[src/rtl/mem_arbiter_if.sv]
// Signal bundle between mem_arbiter, its two clients and physical memory.
// master is the arbiter's view; slave is the view of the clients and the memory.
interface mem_arbiter_if;
    logic        imem_read;
    logic [31:0] imem_address;
    logic        imem_write;
    logic [3:0]  imem_byte_enable;
    logic [31:0] imem_wdata;
    logic        imem_resp;
    logic [31:0] imem_rdata;

    logic        dmem_read;
    logic        dmem_write;
    logic [31:0] dmem_address;
    logic [3:0]  dmem_byte_enable;
    logic [31:0] dmem_wdata;
    logic        dmem_resp;
    logic [31:0] dmem_rdata;

    logic        pmem_read;
    logic        pmem_write;
    logic [31:0] pmem_address;
    logic [3:0]  pmem_byte_enable;
    logic [31:0] pmem_wdata;
    logic        pmem_resp;
    logic [31:0] pmem_rdata;

    // The I-side write fields are carried for completeness; the arbiter never looks at them.
    modport master (
        input  imem_read, imem_address,
        output imem_resp, imem_rdata,
        input  dmem_read, dmem_write, dmem_address, dmem_byte_enable, dmem_wdata,
        output dmem_resp, dmem_rdata,
        output pmem_read, pmem_write, pmem_address, pmem_byte_enable, pmem_wdata,
        input  pmem_resp, pmem_rdata
    );

    modport slave (
        output imem_read, imem_address, imem_write, imem_byte_enable, imem_wdata,
        input  imem_resp, imem_rdata,
        output dmem_read, dmem_write, dmem_address, dmem_byte_enable, dmem_wdata,
        input  dmem_resp, dmem_rdata,
        input  pmem_read, pmem_write, pmem_address, pmem_byte_enable, pmem_wdata,
        output pmem_resp, pmem_rdata
    );
endinterface

[src/rtl/mem_arbiter.sv]
// Two-client memory arbiter: the D side has fixed priority over the I side.
// Define ARB_JOINT_RESP_EN to hold a D response back and deliver it together with a pending I response.
module mem_arbiter (
    input  logic          clk,
    input  logic          rst,
    mem_arbiter_if.master bus
);
    typedef enum logic [1:0] {
        IDLE    = 2'd0,
        SERVE_D = 2'd1,
        SERVE_I = 2'd2
    } state_e;

    typedef struct packed {
        logic        read;
        logic        write;
        logic [31:0] address;
        logic [3:0]  byte_enable;
        logic [31:0] wdata;
    } pmem_cmd_t;

    state_e    state_q;
    pmem_cmd_t cmd_q;
    pmem_cmd_t d_cmd;
    pmem_cmd_t i_cmd;
    logic      d_req;
    logic      d_done;
    logic      i_done;
    logic      d_resp_direct;

    always_comb begin
        d_cmd             = '0;
        d_cmd.read        = bus.dmem_read & ~bus.dmem_write;
        d_cmd.write       = bus.dmem_write;
        d_cmd.address     = bus.dmem_address;
        d_cmd.byte_enable = bus.dmem_byte_enable;
        d_cmd.wdata       = bus.dmem_wdata;
        i_cmd             = '0;
        i_cmd.read        = 1'b1;
        i_cmd.address     = bus.imem_address;
        i_cmd.byte_enable = 4'hF;
    end

    assign d_req  = bus.dmem_read | bus.dmem_write;
    assign d_done = (state_q == SERVE_D) && bus.pmem_resp;
    assign i_done = (state_q == SERVE_I) && bus.pmem_resp;

`ifdef ARB_JOINT_RESP_EN
    logic        joint_q;
    logic [31:0] joint_rdata_q;
    // A D completion is held back whenever an I fetch is waiting behind it.
    assign d_resp_direct = d_done & ~bus.imem_read;
    assign bus.dmem_resp  = d_resp_direct | (i_done & joint_q);
    assign bus.dmem_rdata = d_resp_direct       ? bus.pmem_rdata :
                            (i_done & joint_q)  ? joint_rdata_q  : 32'h0;
`else
    assign d_resp_direct  = d_done;
    assign bus.dmem_resp  = d_resp_direct;
    assign bus.dmem_rdata = d_resp_direct ? bus.pmem_rdata : 32'h0;
`endif

    assign bus.imem_resp  = i_done;
    assign bus.imem_rdata = i_done ? bus.pmem_rdata : 32'h0;

    assign bus.pmem_read        = cmd_q.read;
    assign bus.pmem_write       = cmd_q.write;
    assign bus.pmem_address     = cmd_q.address;
    assign bus.pmem_byte_enable = cmd_q.byte_enable;
    assign bus.pmem_wdata       = cmd_q.wdata;

    // Returning to IDLE after each response gives the client one cycle to drop its request.
    always_ff @(posedge clk or posedge rst) begin
        if (rst) begin
            state_q <= IDLE;
            cmd_q   <= '0;
`ifdef ARB_JOINT_RESP_EN
            joint_q       <= 1'b0;
            joint_rdata_q <= 32'h0;
`endif
        end else begin
            case (state_q)
                IDLE: begin
                    if (d_req) begin
                        state_q <= SERVE_D;
                        cmd_q   <= d_cmd;
                    end else if (bus.imem_read) begin
                        state_q <= SERVE_I;
                        cmd_q   <= i_cmd;
                    end
                end
                SERVE_D: begin
                    if (bus.pmem_resp) begin
`ifdef ARB_JOINT_RESP_EN
                        if (bus.imem_read) begin
                            state_q       <= SERVE_I;
                            cmd_q         <= i_cmd;
                            joint_q       <= 1'b1;
                            joint_rdata_q <= bus.pmem_rdata;
                        end else begin
                            state_q <= IDLE;
                            cmd_q   <= '0;
                        end
`else
                        state_q <= IDLE;
                        cmd_q   <= '0;
`endif
                    end
                end
                SERVE_I: begin
                    if (bus.pmem_resp) begin
                        state_q <= IDLE;
                        cmd_q   <= '0;
`ifdef ARB_JOINT_RESP_EN
                        joint_q <= 1'b0;
`endif
                    end
                end
                default: begin
                    state_q <= IDLE;
                    cmd_q   <= '0;
                end
            endcase
        end
    end
endmodule

[src/flat_wrapper.sv]
// flat-port wrapper written by rule: the top's interface ports become plain ports
module mem_arbiter_flat 
  (clk, rst, bus_imem_read, bus_imem_address, bus_imem_resp, bus_imem_rdata, bus_dmem_read, bus_dmem_write, bus_dmem_address, bus_dmem_byte_enable, bus_dmem_wdata, bus_dmem_resp, bus_dmem_rdata, bus_pmem_read, bus_pmem_write, bus_pmem_address, bus_pmem_byte_enable, bus_pmem_wdata, bus_pmem_resp, bus_pmem_rdata);
  mem_arbiter_if bus_i ();
  input  logic clk;
  input  logic rst;
  input wire logic [$bits(bus_i.imem_read)-1:0] bus_imem_read;
  input wire logic [$bits(bus_i.imem_address)-1:0] bus_imem_address;
  output wire logic [$bits(bus_i.imem_resp)-1:0] bus_imem_resp;
  output wire logic [$bits(bus_i.imem_rdata)-1:0] bus_imem_rdata;
  input wire logic [$bits(bus_i.dmem_read)-1:0] bus_dmem_read;
  input wire logic [$bits(bus_i.dmem_write)-1:0] bus_dmem_write;
  input wire logic [$bits(bus_i.dmem_address)-1:0] bus_dmem_address;
  input wire logic [$bits(bus_i.dmem_byte_enable)-1:0] bus_dmem_byte_enable;
  input wire logic [$bits(bus_i.dmem_wdata)-1:0] bus_dmem_wdata;
  output wire logic [$bits(bus_i.dmem_resp)-1:0] bus_dmem_resp;
  output wire logic [$bits(bus_i.dmem_rdata)-1:0] bus_dmem_rdata;
  output wire logic [$bits(bus_i.pmem_read)-1:0] bus_pmem_read;
  output wire logic [$bits(bus_i.pmem_write)-1:0] bus_pmem_write;
  output wire logic [$bits(bus_i.pmem_address)-1:0] bus_pmem_address;
  output wire logic [$bits(bus_i.pmem_byte_enable)-1:0] bus_pmem_byte_enable;
  output wire logic [$bits(bus_i.pmem_wdata)-1:0] bus_pmem_wdata;
  input wire logic [$bits(bus_i.pmem_resp)-1:0] bus_pmem_resp;
  input wire logic [$bits(bus_i.pmem_rdata)-1:0] bus_pmem_rdata;
  assign bus_i.imem_read = bus_imem_read;
  assign bus_i.imem_address = bus_imem_address;
  assign bus_imem_resp = bus_i.imem_resp;
  assign bus_imem_rdata = bus_i.imem_rdata;
  assign bus_i.dmem_read = bus_dmem_read;
  assign bus_i.dmem_write = bus_dmem_write;
  assign bus_i.dmem_address = bus_dmem_address;
  assign bus_i.dmem_byte_enable = bus_dmem_byte_enable;
  assign bus_i.dmem_wdata = bus_dmem_wdata;
  assign bus_dmem_resp = bus_i.dmem_resp;
  assign bus_dmem_rdata = bus_i.dmem_rdata;
  assign bus_pmem_read = bus_i.pmem_read;
  assign bus_pmem_write = bus_i.pmem_write;
  assign bus_pmem_address = bus_i.pmem_address;
  assign bus_pmem_byte_enable = bus_i.pmem_byte_enable;
  assign bus_pmem_wdata = bus_i.pmem_wdata;
  assign bus_i.pmem_resp = bus_pmem_resp;
  assign bus_i.pmem_rdata = bus_pmem_rdata;
  mem_arbiter u_core (.clk(clk), .rst(rst), .bus(bus_i));
endmodule
[config.mk]
export PLATFORM = sky130hd
export DESIGN_NAME = mem_arbiter_flat
export DESIGN_NICKNAME = d
export VERILOG_FILES = /design/src/rtl/mem_arbiter_if.sv /design/src/rtl/mem_arbiter.sv /design/src/flat_wrapper.sv
export SDC_FILE = /design/constraint.sdc
export NUM_CORES = 1
export LEC_CHECK = 0
export ABC_CLOCK_PERIOD_IN_PS = 6100
export BUFFER_PORTS_ARGS = -buffer_cell sky130_fd_sc_hd__clkbuf_2
export CORE_ASPECT_RATIO = 2
export CORE_MARGIN = 8
export CORE_UTILIZATION = 45
export CTS_CLUSTER_SIZE = 12
export DETAILED_ROUTE_END_ITERATION = 12
export GPL_TIMING_DRIVEN = 1
export PLACE_DENSITY = 0.92
export RECOVER_POWER = 100
export SYNTH_ARGS = -nofsm -noshare
export SYNTH_HDL_FRONTEND = slang
export SYNTH_SLANG_ARGS = --single-unit
[constraint.sdc]
create_clock -name clk -period 6.1 [get_ports clk]
set_input_delay 0.915 -clock clk [delete_from_list [all_inputs] [get_ports clk]]
set_output_delay 0.915 -clock clk [all_outputs]
set_load 0.005 [all_outputs]
==> results by group, run 1 <==
Layout
  – Post-layout util: 0.623
  – N_diodes: 0
  – Nets: 754
  – Layout cell share with drive strength beyond 1: 0.319
  – Area grow syn2layout: 36.3%
  – Storage cell area: 1800 µm²
  – Fillers: 782
  – Multi-input logic area: 1690 µm²

Yosys
  – Post-synthesis cell area: 3900 µm²
  – Post-synth top flop: dfrtp_1
  – Syn Inst Count: 358
  – Synth top cells by count: dfrtp_1 (72), and3_1 (64), inv_1 (36), nand2_1 (36), mux2_4 (33)
  – Syn nets: 499
  – Number of flops mapped to enable cells by yosys: 0
  – Sequential area share after synthesis: 0.462
  – Warnings from Yosys: 0
  – Most common cell in the synthesized netlist: dfrtp_1
  – Post-synthesis register bit count: 72
  – Synth Area per Inst: 10.9 µm²
  – Synth top area cells: dfrtp_1 (46%), mux2_4 (13%), and3_1 (10%)
  – Synth async-reset ratio: 1.00
  – Library cells used by synthesis: 24
  – Post-synth top area cell: dfrtp_1
  – Yosys top cell area share: 0.462

Clock network
  – Clock sink count: 72
  – CTS Hold Bufs: 0
  – Num CTS Buffers: 9
  – Clock latency on the worst-skew pair: 0.32 ns
  – Post-CTS setup buffers: 0
  – Clk slew on worst S/H paths: 0.06 ns
  – CTS max path bufs: 2
  – PostCTS Resize Cnt: 0
  – H-tree levels: 3
  – CTS tree: yes
  – CTS root buf: clkbuf_16

Worst hold path
  – Worst min-delay path class: flip-flop to flip-flop
  – Worst Min Path Start: u_core.bus.pmem_address[29]$_DFFE_PP0P_

Worst setup path
  – CP bufs+invs: 2
  – Max incr delay on CP: 1.28 ns
  – Critical Path RT: 6.30 ns
  – Critical-path cell list: clkbuf_1 -> nand2b_1 -> o21a_4 -> buf_4 -> mux2_1
  – CP Capture Type: flip-flop
  – Reg2Reg Launch Point: u_core.state_q[0]$_DFFE_PP0P_
  – Slowest cell on crit path: clkbuf_1
  – CP max FO: 67
  – CP delay by family, top: buffers and inverters
  – Startpoint types: input pin
  – Crit path from: bus_pmem_resp
  – Critical Path AT: 4.01 ns
  – WS Path Type: input pin to flip-flop

STA
  – Slew headroom: -0.206
  – Final Max Slew Viols: 68
  – Crit share post-route: 0.625
  – Timing-limited maximum frequency: 262 MHz
  – Layout Skew: 0.00545 ns
  – Final Hold Viols: 0
  – Slew of the pin with the lowest slew margin: 1.81 ns
  – Setup violators final: 0
  – Setup TNS: 0 ns
  – Unrepaired setup endpoints after global routing: false
  – Min Clock Period, post-route: 3.81 ns

Global route
  – First-pass GRT wire length: 20100 µm
  – Largest net degree at the start of global routing: 73
  – GR Util All Layers: 0.214
  – Antenna violations before repair: 0
  – Remaining Overflow, GRT: 0
  – Vias in the first global route: 3986

Power and ir drop
  – PD cells: 458 nW/µm²
  – Pwr Total: 2.43 mW
  – P_leak: 3.12 nW
  – VDD IR max: 243 µV

Place
  – Final Wtd Congestion: 0.784
  – Number of port buffers: 273
  – Final HPWL DP: 10800 µm

Routing
  – Final wirelength: 13600 µm
  – DRT iter0 DRCs: 151
  – Wire length per cell: 18.9 µm
  – Via density per instance: 5.24
  – Remaining antenna violation count: 0
  – Residual DRC: 0
  – Vias: 3760
  – Drt pass-1 iters: 5

Floorplanning
  – Boundary Pins: 274
  – Initial Utilization: 0.457
  – Chip width: 81.8 µm
  – DIE HEIGHT: 148 µm
  – Rows: 48
  – Core outline area: 8530 µm²
  – Die Area: 12100 µm²

Outcome
  – Failing checks: capacitance limit, slew limit
  – Run status: complete, but fails checks

Flow run
  – Max_cap viols: 1
==> cells in the final DEF, fill, tap and decap left out, drive strengths merged <==
cell	n
clkbuf	284
dfrtp	72
and3	64
nand2	36
inv	36
mux2	34
a22o	32
mux2i	32
a2bb2oi	4
ha	3
buf	3
and2	3
clkinv	3
o21a	2
nor3b	1
or3b	1
nand2b	1
nand3	1
o21ai	1
nor2b	1
a21oi	1
nor2	1
bufinv	1
clkinvlp	1
==> per-layer routing <==
layer,GRT usage,up-vias,wire [µm]
li1,-,1741,-
met1,0.210,1760,4480
met2,0.372,215,7000
met3,0.0651,44,1470
met4,0.132,0,650
met5,0,-,0
==> cell type report <==
| cell class | count | area share |
|---|---|---|
| tap | 100 | 0.0235 |
| sequential | 72 | 0.339 |
| inverter | 36 | 0.0254 |
| multi-input combinational | 218 | 0.318 |
| timing repair buffer | 276 | 0.238 |
| clock inverter | 5 | 0.0106 |
| clock buffer | 11 | 0.0457 |
==> registers in the layout, summed over array words and instances (netlist names) <==
signal	cells
u_core.bus.pmem_address	32
u_core.bus.pmem_byte_enable	4
u_core.bus.pmem_read	1
u_core.bus.pmem_wdata	32
u_core.bus.pmem_write	1
u_core.state_q	2
==> stage by stage <==
step,setup slack (ns),cells,instance area (µm²),hold slack (ns)
floorplan,3.36,358,3900,0.488
global placement,2.72,702,5260,0.497
detailed placement,2.57,702,5260,0.500
CTS,2.92,718,5560,0.513
global route,1.93,718,5320,0.514
finish,2.29,718,5320,0.490
==> power by group <==
| part | switching, mW | internal (mW) |
|---|---|---|
| clock | 0.194 | 0.327 |
| combinational | 0.602 | 0.487 |
| sequential | 0.128 | 0.696 |
==> cells by family after synthesis <==
group | Yosys count | share of synthesized area
mux | 66 | 0.212
compound gates | 40 | 0.0872
buf+inv | 68 | 0.0776
fa+ha+maj | 3 | 0.00962
simple gates | 109 | 0.152
flops | 72 | 0.462
==> worst paths after layout <==
path / endpoint / cells after the start / slack (ns)
min in group asynchronous: u_core.bus.pmem_wdata[29]$_DFFE_PP0P_ / 3 / 0.85
min: u_core.bus.pmem_address[29]$_DFFE_PP0P_ / 1 / 0.49
max in group asynchronous: u_core.bus.pmem_read$_DFFE_PP0P_ / 3 / 4.65
max: u_core.bus.pmem_address[11]$_DFFE_PP0P_ / 5 / 2.29
min reg2reg: u_core.bus.pmem_address[29]$_DFFE_PP0P_ / 1 / 0.49
max reg2reg: u_core.bus.pmem_address[11]$_DFFE_PP0P_ / 6 / 3.50
Note: power is estimated with default switching activity, not from simulation.
==> run 2, diff against run 1 <==
--- a/config.mk
+++ b/config.mk
@@ -5,15 +5,15 @@
 export SDC_FILE = /design/constraint.sdc
 export NUM_CORES = 1
 export LEC_CHECK = 0
-export ABC_CLOCK_PERIOD_IN_PS = 6100
+export ABC_CLOCK_PERIOD_IN_PS = 3200
 export BUFFER_PORTS_ARGS = -buffer_cell sky130_fd_sc_hd__clkbuf_2
 export CORE_ASPECT_RATIO = 2
 export CORE_MARGIN = 8
-export CORE_UTILIZATION = 45
+export CORE_UTILIZATION = 38
 export CTS_CLUSTER_SIZE = 12
 export DETAILED_ROUTE_END_ITERATION = 12
 export GPL_TIMING_DRIVEN = 1
-export PLACE_DENSITY = 0.92
+export PLACE_DENSITY = 0.83
 export RECOVER_POWER = 100
 export SYNTH_ARGS = -nofsm -noshare
 export SYNTH_HDL_FRONTEND = slang
==> constraint.sdc (replaced) <==
create_clock -name clk -period 3.2 [get_ports clk]
set_input_delay 0.48 -clock clk [delete_from_list [all_inputs] [get_ports clk]]
set_output_delay 0.48 -clock clk [all_outputs]
set_load 0.005 [all_outputs]
==> results by group, run 2 (synthesized netlist as in run 1, its figures left out) <==
STA
  – Timing-limited maximum frequency: 385 MHz
  – Setup TNS: 0 ns (unchanged)
  – Final Max Slew Viols: 0 (-100%)
  – Setup violators final: 0 (unchanged)
  – Crit share post-route: 0.812
  – Layout Skew: 0.00605 ns (+0.000597 ns)
  – Slew of the pin with the lowest slew margin: 1.15 ns (-0.658 ns)
  – Slew headroom: 0.233 (+0.439)
  – Unrepaired setup endpoints after global routing: false
  – Min Clock Period, post-route: 2.60 ns
  – Hold slack: 0.255 ns (-0.235 ns)
  – Final Hold Viols: 0 (unchanged)

Layout
  – Commonest non-fill, non-tap cell in the layout: clkbuf_2
  – Multi-input logic area: 1690 µm² (+0.15%)
  – Nets: 758 (+0.53%)
  – Area grow syn2layout: 39.1%
  – Commonest non-fill, non-tap cells in the layout: clkbuf_2 (172), clkbuf_1 (102), dfrtp_1 (72)
  – Layout cell share with drive strength beyond 1: 0.317 (-0.00154)
  – N_diodes: 0 (unchanged)
  – Fillers: 966 (+24%)
  – Storage cell area: 1800 µm² (unchanged)
  – Fin area: 5430 µm² (+2.1%)

Worst setup path
  – Critical-path cell list: inv_1 -> ha_1 -> or3b_1 -> o21a_4 -> clkbuf_2 -> mux2i_1
  – Reg2Reg Launch Point: u_core.state_q[0]$_DFFE_PP0P_
  – Slowest cell on crit path: o21a_4
  – Critical Path RT: 3.44 ns (-2.86 ns)
  – R2r endpoint: u_core.bus.pmem_wdata[6]$_DFFE_PP0P_
  – CP Capture Type: flip-flop
  – Critical Path AT: 2.84 ns (-1.17 ns)
  – CP max FO: 55 (-18%)
  – Max incr delay on CP: 0.66 ns (-0.62 ns)
  – Crit path from: u_core.state_q[0]$_DFFE_PP0P_
  – Startpoint types: flip-flop
  – Flop-to-flop setup slack: 0.60 ns (-2.90 ns)
  – WS Path Type: flip-flop to flip-flop
  – CP delay by family, top: compound AO/OA/AOI/OAI gates
  – Worst R2R Path Depth: 6 (unchanged)
  – CP bufs+invs: 2 (unchanged)

Clock network
  – Num CTS Buffers: 9 (unchanged)
  – CTS Hold Bufs: 0 (unchanged)
  – Clk slew on worst S/H paths: 0.06 ns (about the same)
  – Clock sink count: 72 (unchanged)
  – Clock latency on the worst-skew pair: 0.33 ns (about the same)
  – CTS max path bufs: 2 (unchanged)
  – CTS root buf: clkbuf_16
  – PostCTS Resize Cnt: 0 (unchanged)
  – Post-CTS setup buffers: 0 (unchanged)
  – H-tree levels: 3 (unchanged)
  – CTS tree: yes

Power and ir drop
  – VDD IR max: 464 µV (+91%)
  – P_leak: 3.15 nW (+1.0%)
  – Pwr Total: 4.78 mW (+96%)
  – PD cells: 881 nW/µm² (+92%)

Global route
  – Vias in the first global route: 4076 (+2.3%)
  – First-pass GRT wire length: 20300 µm (+0.96%)
  – GR Util All Layers: 0.186 (-0.0283)
  – Remaining Overflow, GRT: 0 (unchanged)
  – Antenna violations before repair: 0 (unchanged)
  – Largest net degree at the start of global routing: 67 (-8.2%)

Routing
  – DRT iter0 DRCs: 125 (-17%)
  – Wire length per cell: 17.4 µm (-8.0%)
  – Via density per instance: 4.97 (-5.1%)
  – Drt pass-1 iters: 4 (-1)
  – Final wirelength: 13200 µm (-3.2%)
  – Residual DRC: 0 (unchanged)
  – Remaining antenna violation count: 0 (unchanged)
  – Vias: 3756 (-0.11%)

Worst hold path
  – Worst min-delay path class: input pin to async pin

Place
  – Number of port buffers: 273 (unchanged)
  – Final HPWL DP: 10600 µm (-2.1%)
  – Final Wtd Congestion: 0.828 (+5.7%)
  – Placed cell area: 5340 µm² (+1.4%)

Floorplanning
  – Chip width: 87.6 µm (+7.1%)
  – Initial Utilization: 0.387 (-0.0706)
  – Boundary Pins: 274 (unchanged)
  – Rows: 52 (+8.3%)
  – Die Area: 14000 µm² (+16%)
  – Core outline area: 10100 µm² (+18%)
  – DIE HEIGHT: 159 µm (+7.9%)

Outcome
  – Run status: complete, no violations

Flow run
  – Max_cap viols: 0 (-1)
run 2: cell count changes in the layout (fill, tap and decap cells not counted), sizes merged:
cell | previous run | this run
clkinv | 3 | 1
clkinvlp | 1 | 0
inv | 36 | 37
buf | 3 | 6
bufinv | 1 | 3
run 2: per-stage QoR:
stage               worst slack [ns]  cells  utilization
floorplan                      0.895    358            -
global placement               0.776    741        0.529
detailed placement             0.653    741        0.529
CTS                            0.648    756        0.563
global route                   0.428    756        0.538
finish                         0.601    756        0.538
run 2: cell type report:
type,count,area share
tap,135,0.0311
inverter,36,0.0249
clock inverter,5,0.0191
sequential,72,0.332
multi-input combinational,218,0.312
timing repair buffer,280,0.237
clock buffer,10,0.0440
run 2: worst reg2reg max path, stage by stage (launching register included):
cell and delay [ns]:
dfrtp_1 0.37, inv_1 0.08, ha_1 0.30, or3b_1 0.24
o21a_4 0.66, clkbuf_2 0.63, mux2i_1 0.25
run 2: worst max path at each step:
| stage | cells after the start | to |
|---|---|---|
| 2_1_floorplan | 1 | u_core.bus.pmem_address[0]$_DFFE_PP0P_ |
| 3_5_place_dp | 6 | u_core.bus.pmem_wdata[16]$_DFFE_PP0P_ |
| 4_1_cts | 6 | u_core.bus.pmem_wdata[6]$_DFFE_PP0P_ |
| 5_1_grt | 6 | u_core.bus.pmem_address[27]$_DFFE_PP0P_ |
| 6_report | 6 | u_core.bus.pmem_wdata[6]$_DFFE_PP0P_ |
| 3_3_place_gp | 6 | u_core.bus.pmem_wdata[16]$_DFFE_PP0P_ |
run 2: per-layer routing:
metal,routed length (µm),track usage,vias up
met5,0,0,-
met4,555,0.127,0
met3,1270,0.0481,38
met2,6970,0.336,208
met1,4370,0.172,1753
li1,-,-,1757
run 2: power by group:
part | internal [mW] | switching, mW
logic | 0.942 | 1.12
clock network | 0.779 | 0.363
registers | 1.33 | 0.244
total | 3.05 | 1.73
==> run 3, diff against run 2 <==
--- a/config.mk
+++ b/config.mk
@@ -5,7 +5,7 @@
 export SDC_FILE = /design/constraint.sdc
 export NUM_CORES = 1
 export LEC_CHECK = 0
-export ABC_CLOCK_PERIOD_IN_PS = 3200
+export ABC_CLOCK_PERIOD_IN_PS = 2370
 export BUFFER_PORTS_ARGS = -buffer_cell sky130_fd_sc_hd__clkbuf_2
 export CORE_ASPECT_RATIO = 2
 export CORE_MARGIN = 8
==> constraint.sdc (replaced) <==
create_clock -name clk -period 2.37 [get_ports clk]
set_input_delay 0.3555 -clock clk [delete_from_list [all_inputs] [get_ports clk]]
set_output_delay 0.3555 -clock clk [all_outputs]
set_load 0.005 [all_outputs]
==> results by group, run 3 (synthesized netlist as in run 1, its figures left out) <==
Place
  – Final Wtd Congestion: 0.810 (-2.2%)
  – Number of port buffers: 273 (unchanged)
  – Final HPWL DP: 10800 µm (+2.1%)

Layout
  – Commonest non-fill, non-tap cell in the layout: clkbuf_2
  – Nets: 761 (+0.40%)
  – Layout cell share with drive strength beyond 1: 0.350 (+0.0332)
  – Fillers: 952 (-1.4%)
  – Post-layout util: 0.546 (+0.00769)
  – Storage cell area: 1800 µm² (unchanged)
  – Area grow syn2layout: 41.1%
  – Commonest non-fill, non-tap cells in the layout: clkbuf_2 (175), clkbuf_1 (99), dfrtp_1 (72)
  – Multi-input logic area: 1750 µm² (+3.4%)

Worst setup path
  – WS Path Type: flip-flop to flip-flop
  – CP Capture Type: flip-flop
  – Worst R2R Path Depth: 7 (+1)
  – Critical Path AT: 2.39 ns (-0.45 ns)
  – Startpoint types: flip-flop
  – Reg2Reg Launch Point: u_core.state_q[0]$_DFFE_PP0P_
  – Critical Path RT: 2.58 ns (-0.86 ns)
  – Crit path from: u_core.state_q[0]$_DFFE_PP0P_
  – CP max FO: 32 (-42%)

Clock network
  – CTS tree: yes
  – CTS root buf: clkbuf_16
  – Post-CTS setup buffers: 0 (unchanged)
  – Clock sink count: 72 (unchanged)
  – Clock latency on the worst-skew pair: 0.33 ns (about the same)
  – Clk slew on worst S/H paths: 0.06 ns (about the same)
  – CTS max path bufs: 2 (unchanged)
  – Num CTS Buffers: 9 (unchanged)
  – CTS Hold Bufs: 0 (unchanged)
  – PostCTS Resize Cnt: 0 (unchanged)
  – H-tree levels: 3 (unchanged)

STA
  – Unrepaired setup endpoints after global routing: false
  – Setup violators final: 0 (unchanged)
  – Slew of the pin with the lowest slew margin: 1.30 ns (+0.146 ns)
  – Slew headroom: 0.134 (-0.0984)
  – Min Clock Period, post-route: 2.18 ns (-0.415 ns)
  – Final Max Slew Viols: 0 (unchanged)
  – Crit share post-route: 0.921 (+0.109)
  – Final Hold Viols: 0 (unchanged)
  – Timing-limited maximum frequency: 458 MHz (+19%)
  – Setup TNS: 0 ns (unchanged)
  – Layout Skew: 0.0122 ns (+0.00616 ns)

Floorplanning
  – Boundary Pins: 274 (unchanged)
  – DIE HEIGHT: 159 µm (unchanged)
  – Chip width: 87.6 µm (unchanged)
  – Die Area: 14000 µm² (unchanged)
  – Rows: 52 (unchanged)
  – Core outline area: 10100 µm² (unchanged)
  – Initial Utilization: 0.387 (unchanged)

Power and ir drop
  – Sequential share of power: 0.327 (-0.002)
  – Int Power: 4.09 mW (+34%)
  – Net Sw Power: 2.43 mW (+40%)
  – Sw frac: 0.373 (+0.0104)
  – Pwr Total: 6.51 mW (+36%)
  – P_leak: 3.21 nW (+1.9%)
  – Clock Power Share: 0.205 (-0.034)
  – VDD IR max: 628 µV (+35%)
  – Gate power share: 0.468 (+0.036)
  – PD cells: 1180 nW/µm² (+34%)

Global route
  – GR Layer Usage met1: 0.178 (+0.00516)
  – Largest net degree at the start of global routing: 67 (unchanged)
  – Met3 Use GR: 0.0543 (+0.00620)
  – Remaining Overflow, GRT: 0 (unchanged)
  – First-pass GRT wire length: 20900 µm (+2.9%)
  – Antenna violations before repair: 1 (+1)
  – Vias in the first global route: 4183 (+2.6%)
  – Met2 Use GR: 0.343 (+0.00694)
  – GR Util All Layers: 0.189 (+0.00276)
  – Most Crowded Layer GR: met2

Routing
  – Final wirelength: 13400 µm (+2.0%)
  – Vias: 3753 (-0.080%)
  – DRT iter0 DRCs: 154 (+23%)
  – Via density per instance: 4.93 (-0.74%)
  – Wire length per cell: 17.6 µm (+1.4%)
  – Residual DRC: 0 (unchanged)
  – Remaining antenna violation count: 0 (unchanged)
  – Drt pass-1 iters: 4 (unchanged)

Outcome
  – Run status: complete, no violations

Worst hold path
  – Worst Min Path Start: bus_dmem_wdata[10]
  – Worst min-delay path class: input pin to flip-flop
  – Worst Hold Depth: 3

Flow run
  – Max_cap viols: 0 (unchanged)
[run 3: cell count changes in the layout (fill, tap and decap cells not counted), sizes merged]
cell | before | now
buf | 6 | 9
bufinv | 3 | 1
diode | 0 | 1
clkinv | 1 | 2
clkinvlp | 0 | 2
[run 3: through the flow]
step	hold WS, ns	worst slack [ns]	area [µm²]	std cells
after floorplan	0.485	0.190	3900	358
after global placement	0.477	0.385	5400	744
after detailed placement	0.498	0.273	5400	744
after CTS	0.153	0.272	5690	760
after global routing	0.250	0.0664	5500	761
final	0.244	0.186	5500	761
[run 3: worst paths after layout]
path                                                           end  slack, ns
max                        u_core.bus.pmem_address[12]$_DFFE_PP0P_       0.19
min                          u_core.bus.pmem_wdata[10]$_DFFE_PP0P_       0.24
max reg2reg                u_core.bus.pmem_address[12]$_DFFE_PP0P_       0.19
min reg2reg                 u_core.bus.pmem_address[0]$_DFFE_PP0P_       0.49
max in group asynchronous    u_core.bus.pmem_wdata[20]$_DFFE_PP0P_       1.17
min in group asynchronous   u_core.bus.pmem_address[6]$_DFFE_PP0P_       0.37
[run 3: final cells by class]
type	instances	share of cell area
diodes	1	0.000455
inverters	36	0.0246
clock buffers	10	0.0416
flip-flops and latches	72	0.327
repair buffers	283	0.245
clock inverters	6	0.0123
well taps	135	0.0307
multi-input cells	218	0.318
[run 3: worst max-delay path, stage by stage (launching register included)]
cell,delay (ns)
dfrtp_1,0.37
inv_1,0.08
ha_1,0.21
buf_4,0.17
nor3b_2,0.16
clkbuf_2,0.40
a22o_1,0.37
mux2_1,0.30
[run 3: layer usage]
metal,part of all wire,wire length [µm],vias up
li1,-,-,1757
met1,0.34,4630,1762
met2,0.53,7100,200
met3,0.090,1200,34
met4,0.037,494,0
met5,0,0,-
[run 3: power by group through the flow]
stage | combinational [mW] | sequential, mW | clock [mW]
2_1_floorplan | 2.10 | 2.13 | 0
3_3_place_gp | 3.28 | 2.13 | 0
3_5_place_dp | 3.42 | 2.14 | 0
4_1_cts | 3.42 | 2.14 | 1.36
5_1_grt | 3.36 | 2.19 | 1.42
6_report | 3.05 | 2.13 | 1.34
